[src/rtl/des_key_search_ctrl_if.sv]
// Lane-side bus of the DES key search controller: candidate keys out to the
// encrypt cores, ciphertext results and key tags back from them.
interface des_key_search_ctrl_if #(
   parameter int NUM_LANES = 4
);
   logic [NUM_LANES-1:0]    lane_valid;
   logic [NUM_LANES*64-1:0] lane_key;
   logic [NUM_LANES-1:0]    lane_ready;
   logic [NUM_LANES-1:0]    res_valid;
   logic [NUM_LANES*64-1:0] res_ct;
   logic [NUM_LANES*64-1:0] res_key;

   modport master (
      output lane_valid, lane_key,
      input  lane_ready, res_valid, res_ct, res_key
   );

   modport slave (
      input  lane_valid, lane_key,
      output lane_ready, res_valid, res_ct, res_key
   );
endinterface

[src/rtl/des_key_search_ctrl.sv]
// Multi-lane brute-force DES key search controller: deals candidate keys to
// NUM_LANES encrypt cores and reports the first key whose ciphertext matches.
module des_key_search_ctrl #(
   parameter int          NUM_LANES = 4,
   parameter logic [56:0] MAX_KEYS  = 57'h80_0000,
   parameter int          COUNT_W   = 56
) (
   input  logic                  clk,
   input  logic                  reset,
   input  logic                  Start,
   input  logic [63:0]           ciphertext,
   input  logic [55:0]           start_key,
   des_key_search_ctrl_if.master lanes,
   output logic [COUNT_W-1:0]    count,
   output logic [63:0]           Key,
   output logic                  Found,
   output logic                  Exhausted,
   output logic                  Busy
);

   localparam int PC_W = $clog2(NUM_LANES + 1);
   localparam int CW1  = COUNT_W + 1;

   typedef enum logic [2:0] {
      IDLE,
      SEARCH,
      DRAIN,
      FOUND,
      EXHAUSTED
   } state_t;

   state_t      state;
   logic [55:0] next_key [NUM_LANES];
   logic [56:0] issued;
   logic [56:0] outstanding;
   logic        armed;

   logic [NUM_LANES-1:0] fire;
   logic [NUM_LANES-1:0] hold;
   logic [NUM_LANES-1:0] valid_nxt;
   logic [55:0]          key_upd [NUM_LANES];
   logic [PC_W-1:0]      fire_cnt;
   logic [PC_W-1:0]      res_cnt;
   logic [56:0]          issued_nxt;
   logic [56:0]          outstanding_nxt;
   logic [56:0]          offered;
   logic [CW1-1:0]       count_sum;
   logic [COUNT_W-1:0]   count_nxt;
   logic                 match_any;
   logic [63:0]          match_key;

   // Each byte is seven raw key bits followed by an odd-parity bit.
   function automatic logic [63:0] expand_key(input logic [55:0] k);
      logic [63:0] r;
      logic [6:0]  g;
      r = '0;
      for (int j = 0; j < 8; j++) begin
         g = k[55-7*j -: 7];
         r[63-8*j -: 8] = {g, ~^g};
      end
      return r;
   endfunction

   always_comb begin
      fire     = lanes.lane_valid & lanes.lane_ready;
      hold     = lanes.lane_valid & ~lanes.lane_ready;
      fire_cnt = '0;
      res_cnt  = '0;
      for (int i = 0; i < NUM_LANES; i++) begin
         fire_cnt   = fire_cnt + PC_W'(fire[i]);
         res_cnt    = res_cnt + PC_W'(lanes.res_valid[i]);
         key_upd[i] = fire[i] ? next_key[i] + 56'(NUM_LANES) : next_key[i];
      end
      issued_nxt      = issued + 57'(fire_cnt);
      outstanding_nxt = outstanding + 57'(fire_cnt) - 57'(res_cnt);

      // Stalled lanes keep their slot; free budget goes to idle lanes lowest index first.
      offered = issued_nxt;
      for (int i = 0; i < NUM_LANES; i++) begin
         offered = offered + 57'(hold[i]);
      end
      valid_nxt = '0;
      for (int i = 0; i < NUM_LANES; i++) begin
         if (hold[i]) begin
            valid_nxt[i] = 1'b1;
         end else if (offered < MAX_KEYS) begin
            valid_nxt[i] = 1'b1;
            offered      = offered + 57'd1;
         end
      end

      count_sum = {1'b0, count} + CW1'(res_cnt);
      count_nxt = count_sum[COUNT_W] ? '1 : count_sum[COUNT_W-1:0];

      // Scanned downwards so the lowest matching lane wins.
      match_any = 1'b0;
      match_key = '0;
      for (int i = NUM_LANES - 1; i >= 0; i--) begin
         if (lanes.res_valid[i] && (lanes.res_ct[64*i +: 64] == ciphertext)) begin
            match_any = 1'b1;
            match_key = lanes.res_key[64*i +: 64];
         end
      end
   end

   always_ff @(posedge clk or negedge reset) begin
      if (!reset) begin
         state            <= IDLE;
         lanes.lane_valid <= '0;
         lanes.lane_key   <= '0;
         count            <= '0;
         Key              <= '0;
         Found            <= 1'b0;
         Exhausted        <= 1'b0;
         Busy             <= 1'b0;
         issued           <= '0;
         outstanding      <= '0;
         armed            <= 1'b0;
         for (int i = 0; i < NUM_LANES; i++) begin
            next_key[i] <= '0;
         end
      end else begin
         // A new search needs Start to have been seen low since the last launch or reset.
         if (!Start) begin
            armed <= 1'b1;
         end

         case (state)
            IDLE: begin
               if (Start && armed) begin
                  armed       <= 1'b0;
                  count       <= '0;
                  Found       <= 1'b0;
                  Exhausted   <= 1'b0;
                  issued      <= '0;
                  outstanding <= '0;
                  Busy        <= 1'b1;
                  state       <= SEARCH;
                  for (int i = 0; i < NUM_LANES; i++) begin
                     next_key[i] <= start_key + 56'(i);
                  end
               end
            end

            SEARCH: begin
               issued      <= issued_nxt;
               outstanding <= outstanding_nxt;
               count       <= count_nxt;
               for (int i = 0; i < NUM_LANES; i++) begin
                  next_key[i] <= key_upd[i];
                  if (valid_nxt[i]) begin
                     lanes.lane_key[64*i +: 64] <= expand_key(key_upd[i]);
                  end
               end
               if (match_any) begin
                  Key              <= match_key;
                  Found            <= 1'b1;
                  Busy             <= 1'b0;
                  lanes.lane_valid <= '0;
                  state            <= FOUND;
               end else begin
                  lanes.lane_valid <= valid_nxt;
                  if (issued_nxt >= MAX_KEYS) begin
                     state <= DRAIN;
                  end
               end
            end

            DRAIN: begin
               outstanding <= outstanding_nxt;
               count       <= count_nxt;
               if (match_any) begin
                  Key   <= match_key;
                  Found <= 1'b1;
                  Busy  <= 1'b0;
                  state <= FOUND;
               end else if (outstanding_nxt == '0) begin
                  Exhausted <= 1'b1;
                  Busy      <= 1'b0;
                  state     <= EXHAUSTED;
               end
            end

            FOUND, EXHAUSTED: begin
               if (!Start) begin
                  state <= IDLE;
               end
            end

            default: begin
               state <= IDLE;
            end
         endcase
      end
   end

endmodule
[src/flat_wrapper.sv]
// flat-port wrapper written by rule: the top's interface ports become plain ports
module des_key_search_ctrl_flat 
#(
   parameter int          NUM_LANES = 4,
   parameter logic [56:0] MAX_KEYS  = 57'h80_0000,
   parameter int          COUNT_W   = 56
)
  (clk, reset, Start, ciphertext, start_key, count, Key, Found, Exhausted, Busy, lanes_lane_valid, lanes_lane_key, lanes_lane_ready, lanes_res_valid, lanes_res_ct, lanes_res_key);
  des_key_search_ctrl_if #(.NUM_LANES(NUM_LANES)) lanes_i ();
  input  logic clk;
  input  logic reset;
  input  logic Start;
  input  logic [63:0] ciphertext;
  input  logic [55:0] start_key;
  output logic [COUNT_W-1:0] count;
  output logic [63:0] Key;
  output logic Found;
  output logic Exhausted;
  output logic Busy;
  output wire logic [$bits(lanes_i.lane_valid)-1:0] lanes_lane_valid;
  output wire logic [$bits(lanes_i.lane_key)-1:0] lanes_lane_key;
  input wire logic [$bits(lanes_i.lane_ready)-1:0] lanes_lane_ready;
  input wire logic [$bits(lanes_i.res_valid)-1:0] lanes_res_valid;
  input wire logic [$bits(lanes_i.res_ct)-1:0] lanes_res_ct;
  input wire logic [$bits(lanes_i.res_key)-1:0] lanes_res_key;
  assign lanes_lane_valid = lanes_i.lane_valid;
  assign lanes_lane_key = lanes_i.lane_key;
  assign lanes_i.lane_ready = lanes_lane_ready;
  assign lanes_i.res_valid = lanes_res_valid;
  assign lanes_i.res_ct = lanes_res_ct;
  assign lanes_i.res_key = lanes_res_key;
  des_key_search_ctrl #(.NUM_LANES(NUM_LANES), .MAX_KEYS(MAX_KEYS), .COUNT_W(COUNT_W)) u_core (.clk(clk), .reset(reset), .Start(Start), .ciphertext(ciphertext), .start_key(start_key), .lanes(lanes_i), .count(count), .Key(Key), .Found(Found), .Exhausted(Exhausted), .Busy(Busy));
endmodule
[config.mk]
export PLATFORM = sky130hd
export DESIGN_NAME = des_key_search_ctrl_flat
export DESIGN_NICKNAME = d
export VERILOG_FILES = /design/src/rtl/des_key_search_ctrl_if.sv /design/src/rtl/des_key_search_ctrl.sv /design/src/flat_wrapper.sv
export SDC_FILE = /design/constraint.sdc
export NUM_CORES = 2
export LEC_CHECK = 0
export ABC_CLOCK_PERIOD_IN_PS = 10230
export BUFFER_PORTS_ARGS = -buffer_cell sky130_fd_sc_hd__buf_2
export CAP_MARGIN = 25
export CORE_MARGIN = 10
export CORE_UTILIZATION = 30
export DETAILED_ROUTE_END_ITERATION = 10
export PLACE_DENSITY = 0.53
export REMOVE_ABC_BUFFERS = 1
export SYNTH_ARGS = -nofsm -noshare
export SYNTH_HDL_FRONTEND = slang
export SYNTH_SLANG_ARGS = --single-unit
[constraint.sdc]
create_clock -name clk -period 10.23 [get_ports clk]
set_clock_uncertainty 0.05 [all_clocks]
set_input_delay 0.5115 -clock clk [delete_from_list [all_inputs] [get_ports clk]]
set_output_delay 0.5115 -clock clk [all_outputs]
set_load 0.01 [all_outputs]
==> results.yml <==
logic_synthesis:
  synth_fa_ha_area_frac: 0.0217
  ys_top_cells_by_count: "nand2_1, dfrtp_1, nor2_1"
  synth_edf_count: 0
  synth_top_area_share: 0.334
  ys_types: 102
  synth_flop_cell: "dfrtp_1"
  synth_mux_area_frac: 0.0189
  synth_compound_area_frac: 0.188
  synth_xor_area_frac: 0.145
  synthArstFlopShare: 1.00
  synthCells: 6892
  synth.most_common_cell: "nand2_1"
  syn_avg_cell_area_sq_um: 7.87
  yosysTopAreaCell: "dfrtp_1"
  yosysWarnings: 0
  ys_seq_elements: 723
  syn-cell-area_sq_um: 54200
  ys_seq_area_frac: 0.334
  synth_top_family_by_area: "simple AND/OR/NAND/NOR gates"
  synthTopCellsByArea: "dfrtp_1, xnor2_1, xor2_1"
  yosys.area_share.simple: 0.242
setup_path:
  critPathBufInv: 6
  critPathMaxStageDelay_ps: 890
  reg2regPathDepth: 30
  crit_required_ps: 10810
  path_delay_family: "compound AO/OA/AOI/OAI gates"
  worst_setup_path_start_kind: "flop"
  worstSetupPathType: "flop to flop"
  rr_endpoint: "u_core.lanes.lane_key[250]"
  r2r_slack_ps: 730
  crit_slowest_cell: "a2111oi_0"
  cp.arrival_ps: 10080
  crit_fanout: 24
  endpoint_kind: "flop"
  r2r_start: "u_core.lanes.lane_valid[1]"
routing:
  drt_wl_total_um: 273000
  detail_route.wl_per_cell_um: 26.9
  drt_first_pass_iters: 8
  ant_nets: 0
  drc: 0
  via_per_inst: 5.48
  drt_iter0_drc: 4556
  vias: 55500
clock_tree:
  clk_pin_slew_ps: 60
  numCtsBuffers: 93
  post_cts_buffers: 0
  htreeDepth: 3
  cts.sinks: 723
  max-clock-path-buffers: 3
  cts_resized: 0
  cts_tree: "built"
  cts-root-buf: "clkbuf_16"
  clk_latency_ps: 750
timing:
  hold_ws_ps: 66.4
  drv_slew: 0
  timing.fmax_mhz: 105
  worst_pin_slew_ps: 1080
  setup_violations: 0
  fin_crit_sh: 0.929
  setup_ws_ps: 728
  hold_violations: 0
  final.setup.tns_ps: 0
  slew_headroom: 0.280
  rsz0062_at_grt: "false"
  min_period_ps: 9500
run_status:
  outcome: "finished clean"
final_layout:
  finish.utilization: 0.364
  syn2layout_area_growth_pct: 20.0
  finalNetCount: 8399
  drive_gt1_frac: 0.182
pwr:
  powerDensity_nw_per_um2: 151
  power.leakage_nw: 28.1
  peakVddDrop_mv: 0.124
  power_mw: 9.83
place:
  gp_congestion: 1.03
  io_buffers: 1025
  dp.final_hpwl_um: 217000
  post-place-ws_ps: 603
die:
  start_util: 0.303
  dieArea_sq_um: 198000
  io_pins: 1026
  die_width_um: 445
  die_height_um: 445
  fp-row-count: 155
  core_area_sq_um: 179000
run:
  drv_cap: 0
hold_path:
  min_path_cells: 3
  min_from: "lanes_res_key[50]"
  holdCritPathClass: "input pin to flop"
  holdPathEnd: "u_core.Key[50]"
global_routing:
  grt_overflow: 0
  antenna_found_initial: 89
  track_usage: 0.262
  grt_first_pass_wirelength_um: 389000
  grt_max_degree: 188
  grt_pass1_vias: 54900
-- cells in the final DEF (no fill, tap or decap), drive strengths merged, types with 86 or more instances in the layout --
cell type / n
o21ai: 560
xnor2: 548
inv: 258
buf: 1115
a21oi: 494
xor2: 342
nand4: 158
nand2: 792
nor2: 697
dfrtp: 723
nor4: 115
o21a: 86
and3: 125
nand3: 271
nor3: 180
clkbuf: 130
-- how the worst max path moves through the flow --
stage	to	cells after the start	slack, ps	start
2_1_floorplan	u_core.Key[0]	8	-3470	lanes_res_ct[61]
3_3_place_gp	u_core.lanes.lane_key[253]	31	640	lanes_lane_ready[1]
3_5_place_dp	u_core.lanes.lane_key[226]	32	600	lanes_lane_ready[1]
4_1_cts	u_core.lanes.lane_key[226]	31	760	u_core.lanes.lane_valid[1]
5_1_grt	u_core.lanes.lane_key[226]	31	110	u_core.lanes.lane_valid[1]
6_report	u_core.lanes.lane_key[250]	30	730	u_core.lanes.lane_valid[1]
-- state kept, by name, indices dropped and copies added (netlist names) --
register                 count
u_core.Busy                  1
u_core.lanes.lane_valid      4
u_core.lanes.lane_key      256
u_core.outstanding          57
u_core.count                56
u_core.state                 3
u_core.Exhausted             1
u_core.Key                  64
u_core.Found                 1
u_core.issued               57
u_core.armed                 1
u_core.next_key            222
-- per-layer routing --
layer / global-route usage / wire, um / vias to the layer above
met3: 0.0487 / 16600 / 568
met1: 0.294 / 102000 / 27100
met2: 0.451 / 133000 / 2144
li1: - / - / 25700
met4: 0.173 / 20400 / 36
met5: 0 / 233 / -
-- final cells by class --
type | instances | area [sq um]
diodes | 41 | 103
clock buffers | 130 | 2690
clock inverters | 42 | 513
fillers | 18900 | 114000
inverters | 254 | 953
multi-input cells | 5451 | 33500
flip-flops and latches | 723 | 18100
well taps | 2355 | 2950
repair buffers | 1145 | 6290
-- through the flow --
step                      cell area [sq um]  std cells
after floorplan                       52400       6428
after global placement                61400       9893
after detailed placement              61400       9895
after CTS                             64900      10100
after global routing                  65000      10100
final                                 65100      10100
-- logic make-up (layout without fill, tap and decap cells) --
family / after synthesis / after routing
xor gates and xnor gates: 892 / 892
AOI/OAI and AO/OA: 1681 / 1681
muxes: 80 / 80
other: 0 / 41
DFF: 723 / 723
buffers and inverters: 718 / 1571
and+or+nand+nor: 2710 / 2710
adders and majority gates: 88 / 88
-- worst reg2reg max path: cells and delay by family, from the launching register on --
| kind | cells | cell delay (ps) |
|---|---|---|
| compound gates | 9 | 3150 |
| simple gates | 8 | 2470 |
| fa+ha+maj | 4 | 1470 |
| buf+inv | 6 | 1100 |
| mux | 2 | 530 |
| flops | 1 | 420 |
| xor+xnor | 1 | 230 |
-- report_power, final --
group          internal [mW]  leakage, nW  total (mW)  switching, mW
Combinational           1.31         16.9        3.22           1.91
Sequential              3.04         9.61        3.13         0.0903
Clock                   2.00         1.58        3.48           1.48
-- repair_timing --
item	in CTS	in global routing
setup endpoints to repair	0	0
hold buffers	30	0
hold endpoints to repair	121	0
Power figures use the tool's default switching activity.
